<file path="src/rtl/tlb_pkg.sv">
`default_nettype none
// ============================================================================
//  Module   : tlb_pkg
//  Purpose  : Shared TLB definitions: walker state encoding, PTE field
//             positions and the default page-table base address.
//  Revision : 1.0  initial release
// ============================================================================
package tlb_pkg;

    // Refill walker states
    localparam logic [2:0] ST_IDLE  = 3'd0;
    localparam logic [2:0] ST_REQ   = 3'd1;
    localparam logic [2:0] ST_CHECK = 3'd2;
    localparam logic [2:0] ST_WRITE = 3'd3;
    localparam logic [2:0] ST_DONE  = 3'd4;
    localparam logic [2:0] ST_FLUSH = 3'd5;

    // PTE layout: bit 15 = valid, bits 14:0 = physical page number
    localparam int PTE_VALID_BIT = 15;
    localparam int PTE_PPN_MSB   = 14;

    // Page-table base word address
    localparam logic [15:0] DEFAULT_PT_BASE = 16'h0040;

endpackage : tlb_pkg
`default_nettype wire

</file>
<file path="src/rtl/tlb_victim_ptr.sv">
`default_nettype none
// ============================================================================
//  Module   : tlb_victim_ptr
//  Purpose  : Round-robin TLB victim slot pointer. clear wins over inc;
//             the pointer wraps naturally because ENTRIES is a power of two.
//  Revision : 1.0  initial release
// ============================================================================
module tlb_victim_ptr #(
    parameter int ENTRIES = 8,
    parameter int IDX_W   = $clog2(ENTRIES)
) (
    input  logic             clk,
    input  logic             rst_n,
    input  logic             inc,
    input  logic             clear,
    output logic [IDX_W-1:0] ptr
);

    logic [IDX_W-1:0] ptr_q;

    // Victim pointer: reset/clear to slot 0, advance one slot per write
    always_ff @(posedge clk or negedge rst_n) begin
        if (!rst_n) begin
            ptr_q <= '0;
        end else if (clear) begin
            ptr_q <= '0;
        end else if (inc) begin
            ptr_q <= ptr_q + IDX_W'(1);
        end
    end

    assign ptr = ptr_q;

endmodule : tlb_victim_ptr
`default_nettype wire

</file>
<file path="src/rtl/tlb_refill_walker.sv">
`default_nettype none
// ============================================================================
//  Module   : tlb_refill_walker
//  Purpose  : Instruction-TLB refill engine. On a miss, reads the PTE from
//             the page table, checks the valid bit and writes the VPN->PPN
//             pair into a round-robin chosen TLB slot. Also services
//             invalidate-all requests, deferring them while a walk is active.
//  Revision : 1.0  initial release
// ============================================================================
module tlb_refill_walker
    import tlb_pkg::*;
#(
    parameter int          VPN_W   = 6,
    parameter int          PPN_W   = 15,
    parameter int          ENTRIES = 8,
    parameter logic [15:0] PT_BASE = DEFAULT_PT_BASE,
    parameter int          TIMEOUT = 15,
    parameter int          IDX_W   = $clog2(ENTRIES)
) (
    input  logic             clk,
    input  logic             rst_n,
    input  logic             miss_req,
    input  logic [VPN_W-1:0] miss_vpn,
    input  logic             flush,
    output logic             busy,
    output logic             done,
    output logic             fault,
    output logic             mem_rd,
    output logic [15:0]      mem_addr,
    input  logic [15:0]      mem_rdata,
    input  logic             mem_ready,
    output logic             tlb_we,
    output logic [IDX_W-1:0] tlb_idx,
    output logic [VPN_W-1:0] tlb_vpn,
    output logic [PPN_W-1:0] tlb_ppn,
    output logic             tlb_flush
);

    localparam int TMO_W = $clog2(TIMEOUT + 1);

    logic [2:0]       state;
    logic [2:0]       state_nxt;
    logic [VPN_W-1:0] vpn_q;
    logic [15:0]      pte_q;
    logic [TMO_W-1:0] tmo_cnt;
    logic             fault_q;
    logic             flush_pend;
    logic             flush_any;
    logic             tmo_last;
    logic [IDX_W-1:0] ptr;

    // A flush request either arrives now or was parked during a walk
    assign flush_any = flush | flush_pend;
    // Final REQ cycle: the wait budget is exhausted after this one
    assign tmo_last  = (tmo_cnt == TMO_W'(TIMEOUT - 1));

    // Next-state decode
    always_comb begin
        state_nxt = state;
        case (state)
            ST_IDLE: begin
                if (flush_any)     state_nxt = ST_FLUSH;
                else if (miss_req) state_nxt = ST_REQ;
            end
            ST_REQ: begin
                if (mem_ready)     state_nxt = ST_CHECK;
                else if (tmo_last) state_nxt = ST_DONE;
            end
            ST_CHECK: state_nxt = pte_q[PTE_VALID_BIT] ? ST_WRITE : ST_DONE;
            ST_WRITE: state_nxt = ST_DONE;
            ST_DONE:  state_nxt = ST_IDLE;
            ST_FLUSH: state_nxt = ST_IDLE;
            default:  state_nxt = ST_IDLE;
        endcase
    end

    // State register
    always_ff @(posedge clk or negedge rst_n) begin
        if (!rst_n) state <= ST_IDLE;
        else        state <= state_nxt;
    end

    // Walk context: VPN latch, PTE capture, wait counter and fault verdict
    always_ff @(posedge clk or negedge rst_n) begin
        if (!rst_n) begin
            vpn_q   <= '0;
            pte_q   <= '0;
            tmo_cnt <= '0;
            fault_q <= 1'b0;
        end else begin
            case (state)
                ST_IDLE: begin
                    tmo_cnt <= '0;
                    fault_q <= 1'b0;
                    if (!flush_any && miss_req) vpn_q <= miss_vpn;
                end
                ST_REQ: begin
                    if (mem_ready) begin
                        pte_q <= mem_rdata;
                    end else begin
                        tmo_cnt <= tmo_cnt + TMO_W'(1);
                        if (tmo_last) fault_q <= 1'b1;
                    end
                end
                ST_CHECK: begin
                    if (!pte_q[PTE_VALID_BIT]) fault_q <= 1'b1;
                end
                default: ;
            endcase
        end
    end

    // Sticky flush request: parked while busy, consumed on return to IDLE
    always_ff @(posedge clk or negedge rst_n) begin
        if (!rst_n) begin
            flush_pend <= 1'b0;
        end else if (state == ST_IDLE || state == ST_FLUSH) begin
            flush_pend <= 1'b0;
        end else if (flush) begin
            flush_pend <= 1'b1;
        end
    end

    tlb_victim_ptr #(
        .ENTRIES (ENTRIES),
        .IDX_W   (IDX_W)
    ) u_victim_ptr (
        .clk   (clk),
        .rst_n (rst_n),
        .inc   (state == ST_WRITE),
        .clear (state == ST_FLUSH),
        .ptr   (ptr)
    );

    // Output decode; data buses are held at zero outside their strobe
    always_comb begin
        busy      = (state != ST_IDLE);
        done      = (state == ST_DONE);
        fault     = (state == ST_DONE) && fault_q;
        mem_rd    = (state == ST_REQ);
        mem_addr  = mem_rd ? (PT_BASE + 16'(vpn_q)) : 16'h0000;
        tlb_we    = (state == ST_WRITE);
        tlb_idx   = tlb_we ? ptr : '0;
        tlb_vpn   = tlb_we ? vpn_q : '0;
        tlb_ppn   = tlb_we ? pte_q[PPN_W-1:0] : '0;
        tlb_flush = (state == ST_FLUSH);
    end

endmodule : tlb_refill_walker
`default_nettype wire
</file>
<file path="config.mk">
export PLATFORM = sky130hd
export DESIGN_NAME = tlb_refill_walker
export DESIGN_NICKNAME = d
export VERILOG_FILES = /design/src/rtl/tlb_pkg.sv /design/src/rtl/tlb_victim_ptr.sv /design/src/rtl/tlb_refill_walker.sv
export SDC_FILE = /design/constraint.sdc
export NUM_CORES = 1
export LEC_CHECK = 0
export BUFFER_PORTS_ARGS = -buffer_cell sky130_fd_sc_hd__clkbuf_2
export CORE_ASPECT_RATIO = 1.2
export CORE_UTILIZATION = 49
export CTS_CLUSTER_SIZE = 25
export DETAILED_ROUTE_END_ITERATION = 16
export HOLD_SLACK_MARGIN = 0.1
export PLACE_DENSITY = 0.8
export SYNTH_ARGS = -nofsm -noshare
export SYNTH_HDL_FRONTEND = slang
export SYNTH_SLANG_ARGS = --single-unit
</file>
<file path="constraint.sdc">
create_clock -name clk -period 2.1 [get_ports clk]
set_input_delay 0.21 -clock clk [delete_from_list [all_inputs] [get_ports clk]]
set_output_delay 0.21 -clock clk [all_outputs]
set_load 0.05 [all_outputs]
</file>
Word level (Yosys, flattened, before mapping). Index checks and enable logic that the tools add are counted.

Bitwise logic cells: 1. Equal/unequal tests: 11. Mux-type cells: 20. $add $sub $neg: 3. Reductions and logical operators: 15.

Operator list (number): 3-bit 2-to-1 mux (8); 15-bit 2-to-1 mux (1); 3-bit case mux with 4 select lines (1); 7-bit by 6-bit adder with 8-bit output (first input constant) (1); 8-bit 2-to-1 mux (1); 4-bit case mux with 2 select lines (1); 2-bit AND reduction (4); 3-bit by 2-bit == test with 1-bit output (second input constant) (2); 3-bit == test (second input constant) (2); 6-bit 2-to-1 mux (1); 2-bit nonzero test (3); 3-bit nonzero test (2); 1-bit 2-to-1 mux (5); 4-bit by 1-bit adder with 4-bit output (second input constant) (1); 4-bit == test (second input constant) (1); 4-bit 2-to-1 mux (1); 2-bit inequality test (second input constant) (2); 4-bit AND reduction (1); 3-bit by 1-bit adder with 3-bit output (second input constant) (1); 3-bit by 1-bit == test with 1-bit output (second input constant) (1); 3-bit zero test (1); 3-bit by 1-bit inequality test with 1-bit output (second input constant) (1); 3-bit inequality test (second input constant) (1); 1-bit case mux with 3 select lines (1); other kinds (5) (6).

Output and inout bits: 46. Bits of input ports: 27. Register bits: 34.

Longest topological paths before layout. Gate-level depths: netlist of the first run.

Depth in word-level cells: 4. Gate-level depth with buffers: 5.

By module. A second synthesis of the first run with hierarchy kept.

Cells, all modules: 165. Area total of the unflattened synthesis: 1856.8 um^2.

Modules (own cells, without submodules): tlb_refill_walker (sequential area each 775.7 um^2, times used 1, cells each 154, area each 1720.4 um^2); tlb_victim_ptr (sequential area each 75.1 um^2, times used 1, cells each 11, area each 136.4 um^2).

Least setup slack after synthesis of the first run. OpenSTA, ideal clock, no wires.

Path kind: flip-flop to output port. Start: reg state[1]. End: out mem_addr[6]. Data required time: 1890 ps. Data arrival time: 2221 ps. Path slack: -331 ps. Stages on the path, launching flop included: 5. Cell sequence: dfrtp_1 > buf_2 > clkbuf_1 > nor3_1 > buf_4.

Longest elaborated chain between the ends: 2.

Ends and longest elaborated chain: start, declared (line tlb_refill_walker.sv:41) `logic [2:0] state;`; start signal, assigned (line tlb_refill_walker.sv:80) `else state <= state_nxt;`; 3-bit by 1-bit == test with 1-bit output (line tlb_refill_walker.sv:140) `mem_rd = (state == ST_REQ);`; via mem_rd (line tlb_refill_walker.sv:28) `output logic mem_rd,`; 8-bit 2-to-1 mux (line tlb_refill_walker.sv:141) `mem_addr = mem_rd ? (PT_BASE + 16'(vpn_q)) : 16'h0000;`; end, declared (line tlb_refill_walker.sv:29) `output logic [15:0] mem_addr,`.

The timed path passes the listed nets, and every way through them passes these cells.

Final worst setup path of the first run.
Start: reg state[2]. End: out tlb_ppn[0].

Longest elaborated chain between the ends: 2.

Ends and longest elaborated chain: 3-bit by 2-bit == test with 1-bit output (line tlb_refill_walker.sv:142) `tlb_we = (state == ST_WRITE);`; 15-bit 2-to-1 mux (line tlb_refill_walker.sv:145) `tlb_ppn = tlb_we ? pte_q[PPN_W-1:0] : '0;`; end, declared (line tlb_refill_walker.sv:35) `output logic [PPN_W-1:0] tlb_ppn,`.

Every way passes these cells.

==> impl_metrics.csv, run 1 <==
group,metric,value,unit
route,drcViolationCount,0,
route,wire_per_inst,13.9,um
synthesis,yosysSeqAreaShare,45.2,%
synthesis,synth_area,1880,um2
synthesis,synth_top_family_by_area,"simple AND/OR/NAND/NOR gates",
layout,fillCellCount,308,
layout,diodes,0,
sta,setup_ws,0.126,ns
layout,fin_cells,290,
layout,multi_input_area,917,um2
sta,finalSetupViolCount,0,
route,vias,1528,
placement,dp_hpwl,2810,um
placement,placed_cell_area,2280,um2
hold_path,hold_path.class,"input pin to flip-flop",
sta,period_share,94.0,%
worst_setup_path,worstPathMaxFanout,16,
global_route,grt_pass1_wl,6650,um
layout,nets,267,
synthesis,synth-xor-area-share,0.465,%
layout,seq_area,852,um2
global_route,grt_max_degree,39,
synthesis,postSynthCellCount,173,
clock_tree,cts_buffer_depth,2,
route,drt_iter0_markers,47,
layout,area_growth_syn_to_layout,29.1,%
layout,final_area,2430,um2
placement,placed_cells,281,
run,cap_violations,0,
sta,finalHoldViolCount,0,
synthesis,synth_seq_cells,34,
synthesis,ys_top_cells_by_area,"dfrtp_1 (45%), and3_1 (11%), mux2_4 (8.0%), mux2_2 (7.2%), buf_4 (4.4%)",
worst_setup_path,critical_path_class,"flip-flop to output pin",
sta,worstMarginPinSlew,0.815,ns
route,viasPerCell,5.27,
route,finalWirelength,4020,um
floorplan,initial_core_util,51.4,%
worst_setup_path,setup.worst_path.start_class,"flip-flop",
synthesis,yosys.area_share.simple,19.7,%
route,dr.pass1.iters,4,
sta,slew_headroom,45.6,%
clock_tree,numCtsBuffers,5,
floorplan,die_w,58.6,um
clock_tree,root_buffer,"clkbuf_8",
sta,fin_setup_tns,0,ns
synthesis,synth_top_area_share,45.2,%
floorplan,die_area,4100,um2
sta,skew,0.00819,ns
worst_setup_path,worstPathArrival,1.76,ns
synthesis,synth_adder_area_share,1.99,%
worst_setup_path,end_kind,"output pin",
run_status,status,"finished clean",
layout,layout_common_cells,"clkbuf_2 (59), dfrtp_1 (33), and3_1 (32), mux2_2 (12), o21ai_0 (11)",
placement,dp_slack,0.287,ns
clock_tree,h-tree-depth,2,
synthesis,ys_types,37,
synthesis,synthMuxAreaShare,16.2,%
global_route,grt_overflow,0,
synthesis,synth_compound_area_share,8.23,%
sta,hold_ws,0.150,ns
clock_tree,path_clk_slew,0.07,ns
clock_tree,insertion_delay,0.28,ns
synthesis,ys_warn_count,0,
route,ant_nets,0,
placement,io_buffers,63,
layout,layout_commonest_cell,"clkbuf_2",
global_route,antenna_found_initial,0,
global_route,grt_pass1_vias,1452,
sta,maxSlewViolCount,0,
synthesis,synth_area_per_cell,10.9,um2
global_route,gr-usage-all-layers,21.7,%
placement,place.gp.congestion,0.779,
power_and_ir_drop,ir_worst_vdd,0.914,mV
sta,max_freq,0.507,GHz
worst_setup_path,cp.required,1.89,ns
floorplan,die_y,69.9,um
clock_tree,cts_tree,"yes",
layout,drive_gt1_share,44.5,%
synthesis,synth_top_area_cell,"dfrtp_1",
floorplan,coreArea,3660,um2
floorplan,pin_count,73,
power_and_ir_drop,power.density,1580,nW/um2
floorplan,fp-row-count,24,
power_and_ir_drop,cellLeakagePower,1.32,nW
sta,period_minus_slack,1.97,ns
clock_tree,cts.sinks,34,
sta,rsz0062_at_grt,"false",
==> metrics by stage <==
stage                     util, %  total power, mW
after global routing         66.4             4.09
final                        66.4             3.85
after floorplan                 -             2.67
after CTS                    66.3             3.85
after global placement       62.1             3.04
after detailed placement     62.1             3.10
==> Yosys cell counts <==
master / n
mux2i_1: 2
nor2_1: 3
o31ai_1: 1
and2_1: 2
o2bb2ai_1: 1
clkbuf_1: 5
nand2_1: 7
a31o_1: 1
nand4b_1: 3
xnor2_1: 1
and3_1: 32
a221oi_1: 1
conb_1: 1
a21oi_1: 3
inv_1: 4
a2bb2oi_1: 2
nor2_2: 1
and4b_1: 1
o211ai_1: 1
mux2_4: 10
mux2_2: 12
buf_4: 11
o211a_1: 1
nand3_2: 1
or4b_1: 1
buf_1: 1
nor3_2: 1
buf_2: 4
nor3_1: 3
buf_6: 1
nor2b_2: 1
dfrtp_1: 34
a211o_1: 1
ha_1: 3
o21ai_0: 11
nor2b_1: 4
a22oi_1: 1
==> timing repair <==
item / 4_1_cts / 5_1_grt
hold endpoints to repair: 34 / 0
endpoints found under the setup margin: 0 / 21
setup buffers: 0 / 0
hold buffers: 1 / 0
gates resized for setup: 0 / 2
==> worst paths after layout <==
kind                                 startpoint              endpoint  slack, ns  cells past startpoint
hold / removal                      miss_vpn[4]  vpn_q[4]$_DFFE_PN0P_       0.15                      2
min in group asynchronous                 rst_n  pte_q[8]$_DFFE_PN0P_       0.55                      2
setup / recovery           state[2]$_DFFE_PN0P_            tlb_ppn[0]       0.13                      5
hold reg to reg            pte_q[6]$_DFFE_PN0P_  pte_q[6]$_DFFE_PN0P_       0.50                      1
setup reg to reg           state[2]$_DFFE_PN0P_  pte_q[4]$_DFFE_PN0P_       0.34                      4
max in group asynchronous                 rst_n  state[2]$_DFFE_PN0P_       0.99                      2
==> metal layers <==
| metal | part of all wire [%] | wire, um | GRT usage (%) |
|---|---|---|---|
| met2 | 51 | 2060 | 35.2 |
| met3 | 5.9 | 237 | 6.48 |
| met1 | 41 | 1650 | 26.6 |
| met5 | 0 | 0 | 0 |
| met4 | 1.9 | 76 | 8.99 |
==> flip-flops by register name, indices dropped and copies added (netlist names) <==
name              cells
pte_q                16
vpn_q                 6
tmo_cnt               4
state                 3
u_victim_ptr.ptr      3
fault_q               1
flush_pend            1
==> kinds of logic (layout without fill, tap and decap cells) <==
group | count (synthesis) | count (layout)
buffers and inverters | 26 | 83
adders and majority gates | 3 | 3
muxes | 24 | 24
xor gates and xnor gates | 1 | 1
and+or+nand+nor | 60 | 60
DFF | 34 | 34
AOI/OAI and AO/OA | 24 | 24
other | 1 | 9
==> area by class of cell <==
type,count,share of cell area [%]
Clock inverter,2,2.47
Tap cell,52,2.67
Timing Repair Buffer,71,18.1
Clock buffer,6,3.39
Multi-Input combinational cell,121,37.7
Sequential cell,34,35.0
Inverter,4,0.617
==> power by group <==
part	internal (mW)	switching, mW
registers	0.966	0.264
clock network	0.506	0.239
logic	0.730	1.15
==> critical path: stages (launching register included) <==
cell and delay, ns:
dfrtp_2 0.52, buf_4 0.21, nor2b_2 0.12, buf_4 0.18
and3_1 0.18, clkbuf_2 0.27
(Power assumes the default switching activity.)
==> run 2, diff against run 1 <==
--- a/config.mk
+++ b/config.mk
@@ -7,11 +7,12 @@
 export LEC_CHECK = 0
 export BUFFER_PORTS_ARGS = -buffer_cell sky130_fd_sc_hd__clkbuf_2
 export CORE_ASPECT_RATIO = 1.2
-export CORE_UTILIZATION = 49
+export CORE_UTILIZATION = 48
 export CTS_CLUSTER_SIZE = 25
 export DETAILED_ROUTE_END_ITERATION = 16
 export HOLD_SLACK_MARGIN = 0.1
-export PLACE_DENSITY = 0.8
+export PLACE_DENSITY = 0.79
 export SYNTH_ARGS = -nofsm -noshare
 export SYNTH_HDL_FRONTEND = slang
+export SYNTH_HIERARCHICAL = 1
 export SYNTH_SLANG_ARGS = --single-unit
==> impl_metrics.csv, run 2 <==
group,metric,value,unit
clock_tree,root_buffer,"clkbuf_8",
sta,period_minus_slack,1.98,ns
route,drt_iter0_markers,62,
placement,placed_cells,276,
synthesis,ys.flop_type,"dfrtp_1",
route,drcViolationCount,0,
worst_setup_path,worstPathMaxFanout,11,
layout,largestRegisters,"pte_q (16), vpn_q (6), tmo_cnt (4)",
layout,final_area,2330,um2
layout,largest-register,"pte_q",
run_status,status,"finished clean",
synthesis,ys_warn_count,6,
power_and_ir_drop,ir_worst_vdd,0.616,mV
floorplan,die_area,4120,um2
layout,diodes,0,
sta,fin_setup_tns,0,ns
worst_setup_path,setup.worst_path.start_class,"flip-flop",
placement,dp_slack,0.213,ns
sta,hold_ws,0.154,ns
power_and_ir_drop,pwr-share-clk,14.7,%
power_and_ir_drop,power_switching,1.44,mW
sta,period_share,94.5,%
sta,max_freq,0.504,GHz
placement,dp_hpwl,2650,um
placement,placed_cell_area,2200,um2
global_route,antenna_found_initial,0,
sta,slew_headroom,44.4,%
global_route,grt_overflow,0,
synthesis,ys_async_sr_fraction,100,%
sta,rsz0062_at_grt,"true",
synthesis,yosysMostFrequentCell,"dfrtp_1",
power_and_ir_drop,switching_share,43.2,%
sta,finalSetupViolCount,0,
sta,finalHoldViolCount,0,
floorplan,pin_count,73,
power_and_ir_drop,seq_power_share,33.7,%
power_and_ir_drop,cellLeakagePower,1.19,nW
layout,layout_commonest_cell,"clkbuf_2",
clock_tree,cts_post_setup_buffers_inserted,0,
layout,drive_gt1_share,45.9,%
synthesis,ys_top_cells_by_area,"dfrtp_1 (46%), and2_1 (11%), mux2_4 (8.1%), mux2_2 (7.9%), buf_4 (4.0%)",
route,viasPerCell,4.80,
layout,fin_cells,285,
clock_tree,cts_tree,"yes",
clock_tree,numCtsBuffers,5,
route,ant_nets,0,
synthesis,synth_top_area_cell,"dfrtp_1",
clock_tree,cts_buffer_depth,2,
layout,largest_reg_flops,16,
route,wire_per_inst,13.1,um
layout,layout_common_cells,"clkbuf_2 (48), dfrtp_1 (34), and2_1 (32), clkbuf_4 (14), mux2_2 (13)",
sta,worstMarginPinSlew,0.833,ns
worst_setup_path,cp.required,1.89,ns
synthesis,synth_top_area_share,45.8,%
floorplan,coreArea,3660,um2
synthesis,postSynthCellCount,165,
worst_setup_path,worstPathArrival,1.77,ns
worst_setup_path,critical_path_class,"flip-flop to output pin",
synthesis,synth_area,1860,um2
sta,skew,0.00418,ns
sta,maxSlewViolCount,0,
layout,nets,262,
layout,area_growth_syn_to_layout,25.7,%
global_route,grt_pass1_vias,1306,
synthesis,synth_seq_cells,34,
clock_tree,path_clk_slew,0.07,ns
floorplan,die_y,70.1,um
hold_path,hold_path.class,"input pin to flip-flop",
clock_tree,h-tree-depth,2,
floorplan,fp-row-count,24,
global_route,grt_max_degree,35,
power_and_ir_drop,p_int,1.90,mW
layout,post-route-util,63.7,%
clock_tree,insertion_delay,0.28,ns
synthesis,ys_types,36,
floorplan,die_w,58.8,um
placement,place.gp.congestion,0.769,
route,finalWirelength,3730,um
run,cap_violations,0,
power_and_ir_drop,power.density,1430,nW/um2
synthesis,yosysSeqAreaShare,45.8,%
route,dr.pass1.iters,4,
clock_tree,cts.sinks,34,
global_route,grt_pass1_wl,6200,um
worst_setup_path,end_kind,"output pin",
route,vias,1369,
synthesis,synth_edf_count,0,
sta,setup_ws,0.115,ns
power_and_ir_drop,power.total,3.34,mW
power_and_ir_drop,pwr-share-comb,51.6,%
floorplan,initial_core_util,50.7,%
global_route,gr-usage-all-layers,20.1,%
synthesis,synth_area_per_cell,11.3,um2
placement,io_buffers,63,
synthesis,yosys-top-cells-count,"dfrtp_1 (34), and2_1 (32), mux2_2 (13)",
[run 2: final cells by class]
cell class              count  area, um2
inverters                   3       12.5
flip-flops and latches     34        851
fillers                   304       1330
multi-input cells         117        901
clock buffers               7       86.3
repair buffers             71        413
clock inverters             1       5.00
well taps                  52       65.1
[run 2: final timing paths]
path	from	endpoint	slack, ns	depth (start not counted)
min in group asynchronous	rst_n	pte_q[6]$_DFFE_PN0P_	0.58	2
hold reg to reg	fault_q$_DFFE_PN0P_	fault_q$_DFFE_PN0P_	0.49	2
setup reg to reg	state[2]$_DFFE_PN0P_	pte_q[7]$_DFFE_PN0P_	0.21	5
hold / removal	mem_rdata[15]	pte_q[15]$_DFFE_PN0P_	0.15	2
setup / recovery	state[1]$_DFFE_PN0P_	tlb_vpn[5]	0.12	6
max in group asynchronous	rst_n	vpn_q[4]$_DFFE_PN0P_	1.00	2
[run 2: layer usage]
metal | global-route usage (%) | vias up | wire [um]
met2 | 31.4 | 50 | 1820
met1 | 25.7 | 636 | 1620
li1 | - | 678 | -
met4 | 6.35 | 0 | 49
met5 | 0 | - | 0
met3 | 7.04 | 5 | 242
[run 2: logic make-up after synthesis]
kind of cell,synth area share [%]
buffers and inverters,7.82
multiplexers,17.0
adder cells (fa/ha/maj),2.02
other,0.202
XOR/XNOR,0.944
AO/OA/AOI/OAI,5.66
AND/OR/NAND/NOR,20.5
flip-flops,45.8
[run 2: power by group through the flow]
stage | registers [mW] | logic, mW | clock network, mW
after CTS | 1.13 | 1.72 | 0.506
after detailed placement | 1.14 | 1.71 | 0
after global routing | 1.16 | 1.86 | 0.539
after floorplan | 1.09 | 1.42 | 0
after global placement | 1.14 | 1.67 | 0
final | 1.13 | 1.72 | 0.491
[run 2: timing repair]
item                                    4_1_cts  5_1_grt
endpoints found under the hold margin        34        0
resized for setup                             0       29
endpoints found under the setup margin        0       15
hold buffers                                  1        0
[run 2: critical path, cell delays in order (launching register included)]
cell and delay (ns):
dfrtp_1 0.35, buf_4 0.18, inv_1 0.12, nor3b_2 0.22
buf_4 0.20, and2_1 0.14, clkbuf_2 0.27
==> run 3, diff against run 2 <==
--- a/config.mk
+++ b/config.mk
@@ -7,11 +7,12 @@
 export LEC_CHECK = 0
 export BUFFER_PORTS_ARGS = -buffer_cell sky130_fd_sc_hd__clkbuf_2
 export CORE_ASPECT_RATIO = 1.2
-export CORE_UTILIZATION = 48
+export CORE_UTILIZATION = 50
+export CTS_BUF_LIST = sky130_fd_sc_hd__clkbuf_8
 export CTS_CLUSTER_SIZE = 25
 export DETAILED_ROUTE_END_ITERATION = 16
 export HOLD_SLACK_MARGIN = 0.1
-export PLACE_DENSITY = 0.79
+export PLACE_DENSITY = 0.82
 export SYNTH_ARGS = -nofsm -noshare
 export SYNTH_HDL_FRONTEND = slang
 export SYNTH_HIERARCHICAL = 1
==> impl_metrics.csv, run 3 (synthesis gave the netlist of run 2 again) <==
group,metric,value,unit
run_status,status,"complete, but fails checks",
run_status,violations,"DRC",
worst_setup_path,end_kind,"output pin",
sta,period_minus_slack,1.97,ns
worst_setup_path,reg2reg_from,"state[1]$_DFFE_PN0P_",
sta,rsz0062_at_grt,"false",
worst_setup_path,cpMaxStageDelayCell,"dfrtp_2",
layout,largest-register,"pte_q",
sta,max_freq,0.507,GHz
route,dr.pass1.iters,10,
worst_setup_path,crit_end,"tlb_vpn[5]",
power_and_ir_drop,power.total,3.32,mW
layout,fillCellCount,281,
power_and_ir_drop,p_int,1.89,mW
route,vias,1373,
power_and_ir_drop,pwr-share-comb,50.5,%
global_route,gr-usage-all-layers,18.9,%
global_route,grt_overflow,0,
power_and_ir_drop,ir_worst_vdd,0.777,mV
worst_setup_path,r2r_end,"pte_q[4]$_DFFE_PN0P_",
route,viasPerCell,5.12,
sta,slew_headroom,44.9,%
sta,period_share,94.0,%
power_and_ir_drop,power.density,1450,nW/um2
placement,io_buffers,63,
worst_setup_path,ff2ff_setup_slack,0.28,ns
global_route,grt_pass1_vias,1246,
sta,worstMarginPinSlew,0.826,ns
sta,finalHoldViolCount,0,
route,drt_iter0_markers,36,
floorplan,initial_core_util,53.8,%
route,finalWirelength,3450,um
clock_tree,cts_buffer_depth,2,
sta,skew,0.00313,ns
global_route,grt_max_degree,35,
worst_setup_path,setup.worst_path.start_class,"flip-flop",
layout,post-route-util,66.2,%
layout,multi_input_area,901,um2
power_and_ir_drop,cellLeakagePower,1.17,nW
hold_path,hold_path.class,"input pin to flip-flop",
layout,nets,260,
layout,largestRegisters,"pte_q (16), vpn_q (6), tmo_cnt (4)",
worst_setup_path,critPathBufInv,3,
power_and_ir_drop,pwr-share-clk,14.9,%
worst_setup_path,worstPathMaxFanout,16,
sta,hold_ws,0.154,ns
power_and_ir_drop,power_switching,1.43,mW
placement,placed_cell_area,2180,um2
route,wire_per_inst,12.9,um
worst_setup_path,crit_path_start,"state[1]$_DFFE_PN0P_",
sta,fin_setup_tns,0,ns
floorplan,fp-row-count,23,
run,cap_violations,0,
power_and_ir_drop,seq_power_share,34.6,%
worst_setup_path,critical_path_class,"flip-flop to output pin",
floorplan,pin_count,73,
clock_tree,cts_post_setup_buffers_inserted,0,
global_route,grt_pass1_wl,5490,um
power_and_ir_drop,switching_share,43.1,%
clock_tree,path_clk_slew,0.07,ns
clock_tree,root_buffer,"clkbuf_8",
worst_setup_path,cp_num_cells,5,
layout,layout_common_cells,"clkbuf_2 (61), dfrtp_1 (33), and2_1 (32), mux2_2 (13), mux2_4 (10)",
global_route,antenna_found_initial,0,
clock_tree,h-tree-depth,2,
layout,largest_reg_flops,16,
layout,layout_commonest_cell,"clkbuf_2",
placement,place.gp.congestion,0.854,
route,drcViolationCount,7,
worst_setup_path,worst_r2r_path_depth,5,
clock_tree,cts.sinks,34,
worst_setup_path,worstPathArrival,1.76,ns
layout,seq_area,852,um2
worst_setup_path,max_stage_delay,0.46,ns
clock_tree,insertion_delay,0.28,ns
worst_setup_path,path_delay_family,"buffers and inverters",
floorplan,die_y,68.8,um
layout,diodes,0,
clock_tree,numCtsBuffers,5,
clock_tree,cts_tree,"yes",
sta,finalSetupViolCount,0,
placement,dp_hpwl,2590,um
layout,final_area,2280,um2
floorplan,die_w,57.6,um
floorplan,die_area,3960,um2
worst_setup_path,crit_chain,"inv_1, nor3b_2, buf_4, and2_1, clkbuf_2",
sta,maxSlewViolCount,0,
layout,area_growth_syn_to_layout,23.0,%
route,ant_nets,0,
worst_setup_path,cp.required,1.89,ns
layout,drive_gt1_share,46.3,%
floorplan,coreArea,3450,um2
-- run 3: how the worst min path moves through the flow --
stage / start / end / slack [ns] / cells past startpoint
after detailed placement: rst_n / pte_q[8]$_DFFE_PN0P_ / 0.34 / 1
after CTS: mem_rdata[12] / pte_q[12]$_DFFE_PN0P_ / 0.14 / 2
final: mem_rdata[3] / pte_q[3]$_DFFE_PN0P_ / 0.15 / 2
after global placement: rst_n / pte_q[9]$_DFFE_PN0P_ / 0.34 / 1
after global routing: mem_rdata[9] / pte_q[9]$_DFFE_PN0P_ / 0.14 / 2
after floorplan: rst_n / fault_q$_DFFE_PN0P_ / -0.09 / 0
-- run 3: per-layer routing --
layer  global-route usage [%]  up-vias  routed length [um]
li1                         -      671                   -
met1                     21.7      640                1400
met2                     31.7       54                1740
met3                     5.60        8                 227
met4                     11.0        0                  85
met5                        0        -                   0
-- run 3: through the flow --
step                      setup WS (ns)  instances
final                             0.126        268
after global routing            0.00323        268
after CTS                         0.109        268
after detailed placement          0.251        259
after global placement            0.308        259
after floorplan                  0.0125        173
-- run 3: worst reg2reg max path: cells and delay by family (launching register included) --
kind | cells | cell delay (ns)
and+or+nand+nor | 2 | 0.60
DFF | 1 | 0.47
buffers and inverters | 2 | 0.29
muxes | 1 | 0.35
-- run 3: area by class of cell --
| cell class | instances | share of cell area (%) |
|---|---|---|
| multi-input combinational | 117 | 39.4 |
| timing repair buffer | 69 | 16.5 |
| clock buffer | 6 | 3.61 |
| sequential | 34 | 37.3 |
| clock inverter | 2 | 0.548 |
| tap | 37 | 2.03 |
| inverter | 3 | 0.548 |
-- run 3: power by group through the flow --
stage | Clock (mW) | Sequential, mW | Combinational (mW)
3_5_place_dp | 0 | 1.16 | 1.68
5_1_grt | 0.540 | 1.19 | 1.81
3_3_place_gp | 0 | 1.15 | 1.65
4_1_cts | 0.514 | 1.15 | 1.69
2_1_floorplan | 0 | 1.09 | 1.42
6_report | 0.493 | 1.15 | 1.68
-- run 3: timing repair --
action | 4_1_cts | 5_1_grt
hold endpoints to repair | 34 | 0
setup endpoints to repair | 2 | 2
gates resized for setup | 1 | 3
gates cloned | 0 | 0
hold buffers | 1 | 0
pin swaps | 0 | 0
